===== src/rtl/multicycle_pkg.sv =====
// Shared definitions for the multicycle core: FSM states, opcode classes and
// the datapath mux/ALU encodings used by both control and datapath.
package multicycle_pkg;

  typedef enum logic [3:0] {
    S_FETCH, S_DECODE, S_EXECR, S_EXECI, S_ALUWB, S_MEMADR,
    S_MEMREAD, S_MEMWB, S_MEMWRITE, S_CMP, S_BRANCH, S_FAULT
  } state_e;

  typedef enum logic [2:0] {
    CLS_ALUR, CLS_ALUI, CLS_MEM, CLS_CMP, CLS_BRANCH, CLS_UNDEF
  } op_class_e;

  localparam logic [3:0] OP_ALUR_LAST = 4'b0110;
  localparam logic [3:0] OP_ALUI_LAST = 4'b1000;
  localparam logic [3:0] OP_LOAD      = 4'b1001;
  localparam logic [3:0] OP_STORE     = 4'b1010;
  localparam logic [3:0] OP_CMPI      = 4'b1011;
  localparam logic [3:0] OP_BR        = 4'b1100;
  localparam logic [3:0] OP_BRZ       = 4'b1101;

  localparam logic [1:0] ALU_ADD  = 2'b00;
  localparam logic [1:0] ALU_SUB  = 2'b01;
  localparam logic [1:0] ALU_FUNC = 2'b10;

  localparam logic [1:0] SRCA_PC    = 2'b00;
  localparam logic [1:0] SRCA_RS1   = 2'b01;
  localparam logic [1:0] SRCA_OLDPC = 2'b10;

  localparam logic [1:0] SRCB_RS2 = 2'b00;
  localparam logic [1:0] SRCB_IMM = 2'b01;
  localparam logic [1:0] SRCB_ONE = 2'b10;

  localparam logic [1:0] IMM_ALU  = 2'b00;
  localparam logic [1:0] IMM_MEM  = 2'b01;
  localparam logic [1:0] IMM_NONE = 2'b10;

  localparam logic [1:0] RES_ALUOUT  = 2'b00;
  localparam logic [1:0] RES_MEMDATA = 2'b01;
  localparam logic [1:0] RES_ALU     = 2'b10;

  function automatic op_class_e op_class(input logic [3:0] op);
    if (op <= OP_ALUR_LAST)                 return CLS_ALUR;
    else if (op <= OP_ALUI_LAST)            return CLS_ALUI;
    else if (op == OP_LOAD || op == OP_STORE) return CLS_MEM;
    else if (op == OP_CMPI)                 return CLS_CMP;
    else if (op == OP_BR || op == OP_BRZ)   return CLS_BRANCH;
    else                                    return CLS_UNDEF;
  endfunction

endpackage


===== src/rtl/branch_cond.sv =====
// Branch resolution: unconditional branches always take, branch-if-zero
// takes only when the Z flag is set.
import multicycle_pkg::*;

module branch_cond (
  input  logic [3:0] op,
  input  logic       zero,
  output logic       taken
);

  always_comb begin
    taken = (op == OP_BR) || ((op == OP_BRZ) && zero);
  end

endmodule


===== src/rtl/multicycle_control.sv =====
// Multicycle control FSM: sequences fetch/decode/execute/memory/write-back
// over a shared ALU and one memory port, trapping undefined opcodes.
import multicycle_pkg::*;

module multicycle_control #(
  parameter int RESET_FAULT_CLR = 1
) (
  input  logic       clk,
  input  logic       reset,
  input  logic [3:0] op,
  input  logic       zero,
  input  logic       mem_ready,
  output logic       mem_req,
  output logic       mem_write,
  output logic       adr_src,
  output logic       ir_write,
  output logic       pc_write,
  output logic       reg_write,
  output logic       flags_write,
  output logic [1:0] alu_src_a,
  output logic [1:0] alu_src_b,
  output logic [1:0] imm_src,
  output logic [1:0] alu_op,
  output logic [1:0] result_src,
  output logic       fault
);

  localparam logic CLR_ON_RESET = (RESET_FAULT_CLR != 0);

  state_e state_q, state_d;
  logic   fault_q, fault_d;
  logic   br_taken;

  branch_cond u_branch_cond (
    .op    (op),
    .zero  (zero),
    .taken (br_taken)
  );

  always_ff @(posedge clk) begin
    if (reset) begin
      state_q <= S_FETCH;
      fault_q <= CLR_ON_RESET ? 1'b0 : fault_q;
    end else begin
      state_q <= state_d;
      fault_q <= fault_d;
    end
  end

  always_comb begin
    state_d     = state_q;
    mem_req     = 1'b0;
    mem_write   = 1'b0;
    adr_src     = 1'b0;
    ir_write    = 1'b0;
    pc_write    = 1'b0;
    reg_write   = 1'b0;
    flags_write = 1'b0;
    alu_src_a   = SRCA_PC;
    alu_src_b   = SRCB_RS2;
    imm_src     = IMM_NONE;
    alu_op      = ALU_ADD;
    result_src  = RES_ALUOUT;

    case (state_q)
      S_FETCH: begin
        mem_req    = 1'b1;
        alu_src_b  = SRCB_ONE;
        result_src = RES_ALU;
        ir_write   = mem_ready;
        pc_write   = mem_ready;
        if (mem_ready) state_d = S_DECODE;
      end
      S_DECODE: begin
        // Branch target (old PC + imm) is computed here while the class is decoded.
        alu_src_a = SRCA_OLDPC;
        alu_src_b = SRCB_IMM;
        imm_src   = IMM_ALU;
        case (op_class(op))
          CLS_ALUR:   state_d = S_EXECR;
          CLS_ALUI:   state_d = S_EXECI;
          CLS_MEM:    state_d = S_MEMADR;
          CLS_CMP:    state_d = S_CMP;
          CLS_BRANCH: state_d = S_BRANCH;
          default:    state_d = S_FAULT;
        endcase
      end
      S_EXECR: begin
        alu_src_a = SRCA_RS1;
        alu_op    = ALU_FUNC;
        state_d   = S_ALUWB;
      end
      S_EXECI: begin
        alu_src_a = SRCA_RS1;
        alu_src_b = SRCB_IMM;
        imm_src   = IMM_ALU;
        alu_op    = ALU_FUNC;
        state_d   = S_ALUWB;
      end
      S_ALUWB: begin
        reg_write   = 1'b1;
        flags_write = 1'b1;
        state_d     = S_FETCH;
      end
      S_MEMADR: begin
        alu_src_a = SRCA_RS1;
        alu_src_b = SRCB_IMM;
        imm_src   = IMM_MEM;
        state_d   = (op == OP_LOAD) ? S_MEMREAD : S_MEMWRITE;
      end
      S_MEMREAD: begin
        mem_req = 1'b1;
        adr_src = 1'b1;
        if (mem_ready) state_d = S_MEMWB;
      end
      S_MEMWB: begin
        reg_write  = 1'b1;
        result_src = RES_MEMDATA;
        state_d    = S_FETCH;
      end
      S_MEMWRITE: begin
        mem_req   = 1'b1;
        mem_write = 1'b1;
        adr_src   = 1'b1;
        if (mem_ready) state_d = S_FETCH;
      end
      S_CMP: begin
        alu_src_a   = SRCA_RS1;
        alu_src_b   = SRCB_IMM;
        imm_src     = IMM_ALU;
        alu_op      = ALU_SUB;
        flags_write = 1'b1;
        state_d     = S_FETCH;
      end
      S_BRANCH: begin
        pc_write = br_taken;
        state_d  = S_FETCH;
      end
      S_FAULT: begin
        imm_src = 2'b00;
        state_d = S_FAULT;
      end
      default: state_d = S_FETCH;
    endcase

    fault_d = fault_q | (state_d == S_FAULT);

    // Reset wins in every state: the bus request drops and any access is abandoned.
    if (reset) begin
      mem_req     = 1'b0;
      mem_write   = 1'b0;
      adr_src     = 1'b0;
      ir_write    = 1'b0;
      pc_write    = 1'b0;
      reg_write   = 1'b0;
      flags_write = 1'b0;
      alu_src_a   = 2'b00;
      alu_src_b   = 2'b00;
      imm_src     = 2'b00;
      alu_op      = 2'b00;
      result_src  = 2'b00;
    end
  end

  assign fault = fault_q & ~(reset & CLR_ON_RESET);

endmodule

===== config.mk =====
export PLATFORM = sky130hd
export DESIGN_NAME = multicycle_control
export DESIGN_NICKNAME = d
export VERILOG_FILES = /design/src/rtl/multicycle_pkg.sv /design/src/rtl/branch_cond.sv /design/src/rtl/multicycle_control.sv
export SDC_FILE = /design/constraint.sdc
export NUM_CORES = 1
export LEC_CHECK = 0
export CORE_UTILIZATION = 44
export CTS_CLUSTER_DIAMETER = 150
export DETAILED_ROUTE_END_ITERATION = 12
export HOLD_SLACK_MARGIN = 0.1
export PLACE_DENSITY_LB_ADDON = 0.3
export SLEW_MARGIN = 20
export SYNTH_ARGS = -nofsm -noshare
export SYNTH_HDL_FRONTEND = slang
export SYNTH_SLANG_ARGS = --single-unit

===== constraint.sdc =====
create_clock -name clk -period 2.9 [get_ports clk]
set_input_delay 0.58 -clock clk [delete_from_list [all_inputs] [get_ports clk]]
set_output_delay 0.58 -clock clk [all_outputs]
set_load 0.01 [all_outputs]

* After elaboration in Yosys (flattened, before gate mapping)
Cells that the tools add are included.
** Cells by class
- Div/mod/pow operators :: 0
- Muxes and demuxes :: 36
- Magnitude comparators :: 2
- Shift-type cells :: 0
- Reductions and logical operators :: 14
- Multipliers :: 0
- Add/subtract/negate cells :: 0
- Equal/unequal tests :: 21
- Bitwise logic cells :: 3
** Operators with widths (count)
- == test 4 bit (second input constant) :: 10
- case mux 4 bit (7 select lines) :: 1
- case mux 2 bit (2 select lines) :: 5
- case mux 4 bit (5 select lines) :: 1
- == test 4 x 3 -> 1 bit (second input constant) :: 4
- 2-to-1 mux 4 bit :: 4
- 2-to-1 mux 3 bit :: 5
- 2-to-1 mux 1 bit :: 14
- OR reduction 4 bit :: 3
- 2-to-1 mux 2 bit :: 5
- == test 4 x 2 -> 1 bit (second input constant) :: 2
- OR reduction 2 bit :: 4
- == test 3 x 2 -> 1 bit (second input constant) :: 2
- == test 4 x 1 -> 1 bit (second input constant) :: 1
- <= comparator 4 x 3 -> 1 bit (second input constant) :: 1
- <= comparator 4 bit (second input constant) :: 1
- zero test 4 bit :: 1
- == test 3 x 1 -> 1 bit (second input constant) :: 1
- == test 3 bit (second input constant) :: 1
- zero test 3 bit :: 1
- logical OR 1 bit :: 3
- OR reduction 3 bit :: 1
- case mux 1 bit (2 select lines) :: 1
- AND 1 bit :: 1
- 3 further kinds :: 3
** Storage, ports and cells
- Latch bits :: 0
- Input bits :: 8
- Memory bits (read-only) :: 0
- Memory bits (writable) :: 0
- Memories :: 0
- Flip-flop bits (word level) :: 5
- Output and inout bits :: 18
- Word-level logic and storage cells :: 78

* Logic depth before layout (Yosys ltp)
- Depth after elaboration :: 13
- Gate-level depth with buffers :: 5
- Depth with buffers taken out :: 4

* By module
From an unflattened synthesis, not the netlist that was laid out.
** Unflattened totals
- Cell total of the unflattened synthesis :: 92
- Area total of the unflattened synthesis :: 674.4 sq um
** Modules (own cells, without submodules)
- multicycle_control :: cells each 89, times used 1, sequential area each 100.1 sq um, area an instance 646.9 sq um
- branch_cond :: cells each 3, times used 1, sequential area each 0.0 sq um, area an instance 27.5 sq um

* Worst setup path after synthesis
OpenSTA, ideal clock, no wires.
- Path type :: reg2out
- From :: register state_q[0]
- To :: output pc_write
- Cell stages (with the launch flop) :: 6
- Arrival :: 1.506 ns
- Setup slack :: 0.814 ns
- Path buffers :: 2
- Required time :: 2.320 ns
- Path through :: dfxtp_1 > buf_2 > buf_4 > nor4_1 > nand2_1 > o31ai_1
** On the way
- Word-level cells in the longest chain between the ends :: 3
- Elaborated cells between the ends (all ways) :: 4
- Those cells by class :: 1 x eq/ne; 2 x mux; 1 x reduce/logical
** Ends and longest elaborated chain
- start, declared :: line multicycle_control.sv:30 : state_e state_q, state_d;
- start signal, assigned :: line multicycle_control.sv:45 : state_q <= state_d;
- == test 4 bit / zero test 4 bit (equally long branches) :: line multicycle_control.sv:65 : case (state_q)
- case mux 1 bit (2 select lines) * :: line multicycle_control.sv:65
- 2-to-1 mux 1 bit * :: line multicycle_control.sv:149 : if (reset) begin
- end, declared :: line multicycle_control.sv:17 : output logic pc_write,
Every way passes the cells marked *; elsewhere a longest branch is shown, timed or not.

* Final worst setup path
- From :: input op[0]
- To :: output pc_write
** On the way
- Word-level cells in the longest chain between the ends :: 5
- Elaborated cells between the ends (all ways) :: 6
- Those cells by class :: 2 x eq/ne; 2 x mux; 2 x reduce/logical
** Ends and longest elaborated chain
- start, declared :: line multicycle_control.sv:10 : input logic [3:0] op,
- == test 4 bit :: line branch_cond.sv:12 : taken = (op == OP_BR) || ((op == OP_BRZ) && zero);
- logical AND 1 bit :: line branch_cond.sv:12
- logical OR 1 bit * :: line branch_cond.sv:12
- case mux 1 bit (2 select lines) * :: line multicycle_control.sv:65
- 2-to-1 mux 1 bit * :: line multicycle_control.sv:149
Marks and branches as above.

==> metrics <==
outcome=completed; commonest non-fill, non-tap cell in the layout=clkdlybuf4s50_1; P_sw=just under 100 uW; Mapped Area=608 um^2; top cell family by delay on the critical path=buffers and inverters; TNS Setup=0 ns; total of max-cap violations=0; slowest cell on the critical path=clkdlybuf4s50_1; Routed Antenna Nets=0; layout cell share with drive strength beyond 1=approximately 11%; part of the Yosys area used for sequential elements=16.5%; synthesized area per cell=6.83 um^2; Initial DRC Count=13; clock buffers created by TritonCTS=3; Tot GR Track Use=22.6%; largest net degree at the start of global routing=20; Initial Utilization=47.3%; Synth area leaders=dfxtp_1 16%, nor3_1 7.4%, a21oi_1 6.6%; Crit path top cell by count=clkdlybuf4s50_1; Pre-Repair DR Iteration Count=4; RSZ-0062 raised after global routing=false; Comb pwr share=about two fifths; worst path buffer plus inverter count=2; WL/cell=12.3 um; Synth cell types=37; Final GP Congestion=0.836; critical-path maximum fanout=7; die height=39.2 um; crit end category=output port; critical path type=input pin to output port; post-synth top area cell=dfxtp_1; CTS HTree Levels=1; Remaining DRCs=0; DP Area=841 um^2; Die Area=1530 um^2; Max VDD drop=203 uV; Startpoint Class=input pin; Power Dens Cells=328 nW/um^2; Clk pwr share=28.0%; hpwl dp=about 1100 um; Clock transition at path regs=~0.04 ns; Clock Skew=0.00270 ns; Reg power frac=32.4%; Top FF cell, synth=dfxtp_1; Tcrit/Tclk final=94.6%; GRT overflow=0; area delta synth->final=42.8%; Cell Rows=13; HP Start=fault_q; Req. time, crit path=2.32 ns; Die Wd=around 39 um; R2R depth=4; Post-synth ARST share=0%; CTS root buffer=clkbuf_4; Setup violations, final=0; clk sinks=5; Worst EP arrival=2.16 ns; Hold Path Stages=2; highest routed layer=met3; I/O Pins=26; worst path cell trace=clkdlybuf4s50_1 -> a21oi_1 -> nand4_1 -> o31ai_1 -> clkdlybuf4s50_1; first-pass GRT wire length=2440 um; routed vias=721; YS warnings=0; Worst-Margin Slew=0.619 ns; wire length on met2=778 um; vias in the first global route=543; #FFs+latches synth=5; clk_lat worst skew=0.24 ns; commonest cells after routing, fill and taps aside=25 x clkdlybuf4s50_1, 10 x nor2_1, 9 x nor3_1, 8 x a21oi_1, 6 x inv_1; Relative slew margins=58.6%; Synth top area share=16.5%; internal power=~190 uW; minimum clock period=~2.7 ns; Endpoint, Worst Hold=fault_q; Reg2Reg Capture Point=state_q[0]; Post-Route WL=1560 um; IO Port Bufs=25; f_max=0.365 GHz; worst r2r src=state_q[0]; met1 WL=696 um; n_diodes=0; Via-to-Cell Ratio=5.68; cts hold-fix bufs=0; initial antenna violation count=0; Final Hold Viols=0; nets=121; EDFF count, synth=0; CTS tree=yes; Post-Syn Instances=89; delay of the slowest critical-path stage=between 0.5 and 0.6 ns; Max Buffers Root-to-Sink=2; WL met3=87 um; Switching Fraction=34.2%; R2R Setup Slk=1.08 ns; syn nets=97; core footprint=1280 um^2; final instance area=~870 um^2; Hold Path Class=flop to flop; Pleak=0.303 nW; Slew Viols, Final=0
[synth_stat cells, types with 2 or more instances]
| cell type | instances |
|---|---|
| inv_1 | 6 |
| nor4b_1 | 2 |
| nor2b_1 | 3 |
| nor3_1 | 9 |
| o31ai_1 | 2 |
| buf_2 | 2 |
| nor4_1 | 4 |
| clkbuf_1 | 2 |
| nand2b_1 | 4 |
| nor2_1 | 10 |
| a21oi_1 | 8 |
| or2_1 | 2 |
| dfxtp_1 | 5 |
| xor2_1 | 2 |
| buf_4 | 2 |
| nand2_1 | 4 |
| buf_6 | 2 |
[sequential cells by signal, summed over array words and instances (netlist names)]
register  flops
state_q       4
fault_q       1
[how the worst max path moves through the flow]
stage	start	to	depth (start not counted)	slack (ns)
finish	op[0]	pc_write	5	0.16
detailed placement	op[0]	pc_write	5	0.17
global route	state_q[1]	mem_req	5	0.02
floorplan	state_q[0]	pc_write	5	0.81
CTS	state_q[3]	mem_req	5	0.1
global placement	op[1]	pc_write	5	0.20
[through the flow]
step | util (%) | std cells | total power [mW] | worst slack [ns] | hold WS [ns]
2_1_floorplan | - | 89 | 0.158 | 0.814 | 0.453
3_3_place_gp | 65.4 | 123 | 0.204 | 0.200 | 0.469
3_5_place_dp | 65.4 | 123 | 0.205 | 0.171 | 0.477
4_1_cts | 67.5 | 127 | 0.286 | 0.0964 | 0.486
5_1_grt | 67.6 | 127 | 0.306 | 0.0208 | 0.501
6_report | 67.6 | 127 | 0.285 | 0.157 | 0.481
[cell families after synthesis]
kind of cell	count (synthesis)	share of synthesized area [%]
compound gates	20	22.6
xor+xnor	2	2.88
buf+inv	15	13.4
flops	5	16.5
simple gates	47	44.7
[tightest hold or removal path: cells and delay by family (launching register included)]
| kind | cells | cell delay, ns |
|---|---|---|
| DFF | 1 | 0.29 |
| buffers and inverters | 1 | 0.06 |
| AOI/OAI and AO/OA | 1 | 0.07 |
[power by group through the flow]
stage          Combinational [mW]  Clock, mW  Sequential, mW
2_1_floorplan              0.0815          0          0.0765
3_3_place_gp                0.111          0          0.0928
3_5_place_dp                0.112          0          0.0929
4_1_cts                     0.113     0.0818          0.0916
5_1_grt                     0.124     0.0873          0.0944
6_report                    0.113     0.0799          0.0924
[routing by layer]
layer  global-route usage [%]  vias to the layer above
li1                         -                      365
met1                     30.4                      332
met2                     38.3                       24
met3                     5.20                        0
met4                        0                        0
met5                        0                        -
[final cells by class]
type	instances	area (um^2)
multi-input cells	69	427
inverters	6	22.5
repair buffers	28	273
fillers	136	417
well taps	15	18.8
clock buffers	4	26.3
flip-flops and latches	5	101
[timing repair]
item                                    in CTS  in global routing
resized for setup                            0                  1
endpoints found under the setup margin       0                  2
endpoints found under the hold margin        0                  0
buffers inserted                             0                  0
Note: power is estimated with default switching activity, not from simulation.
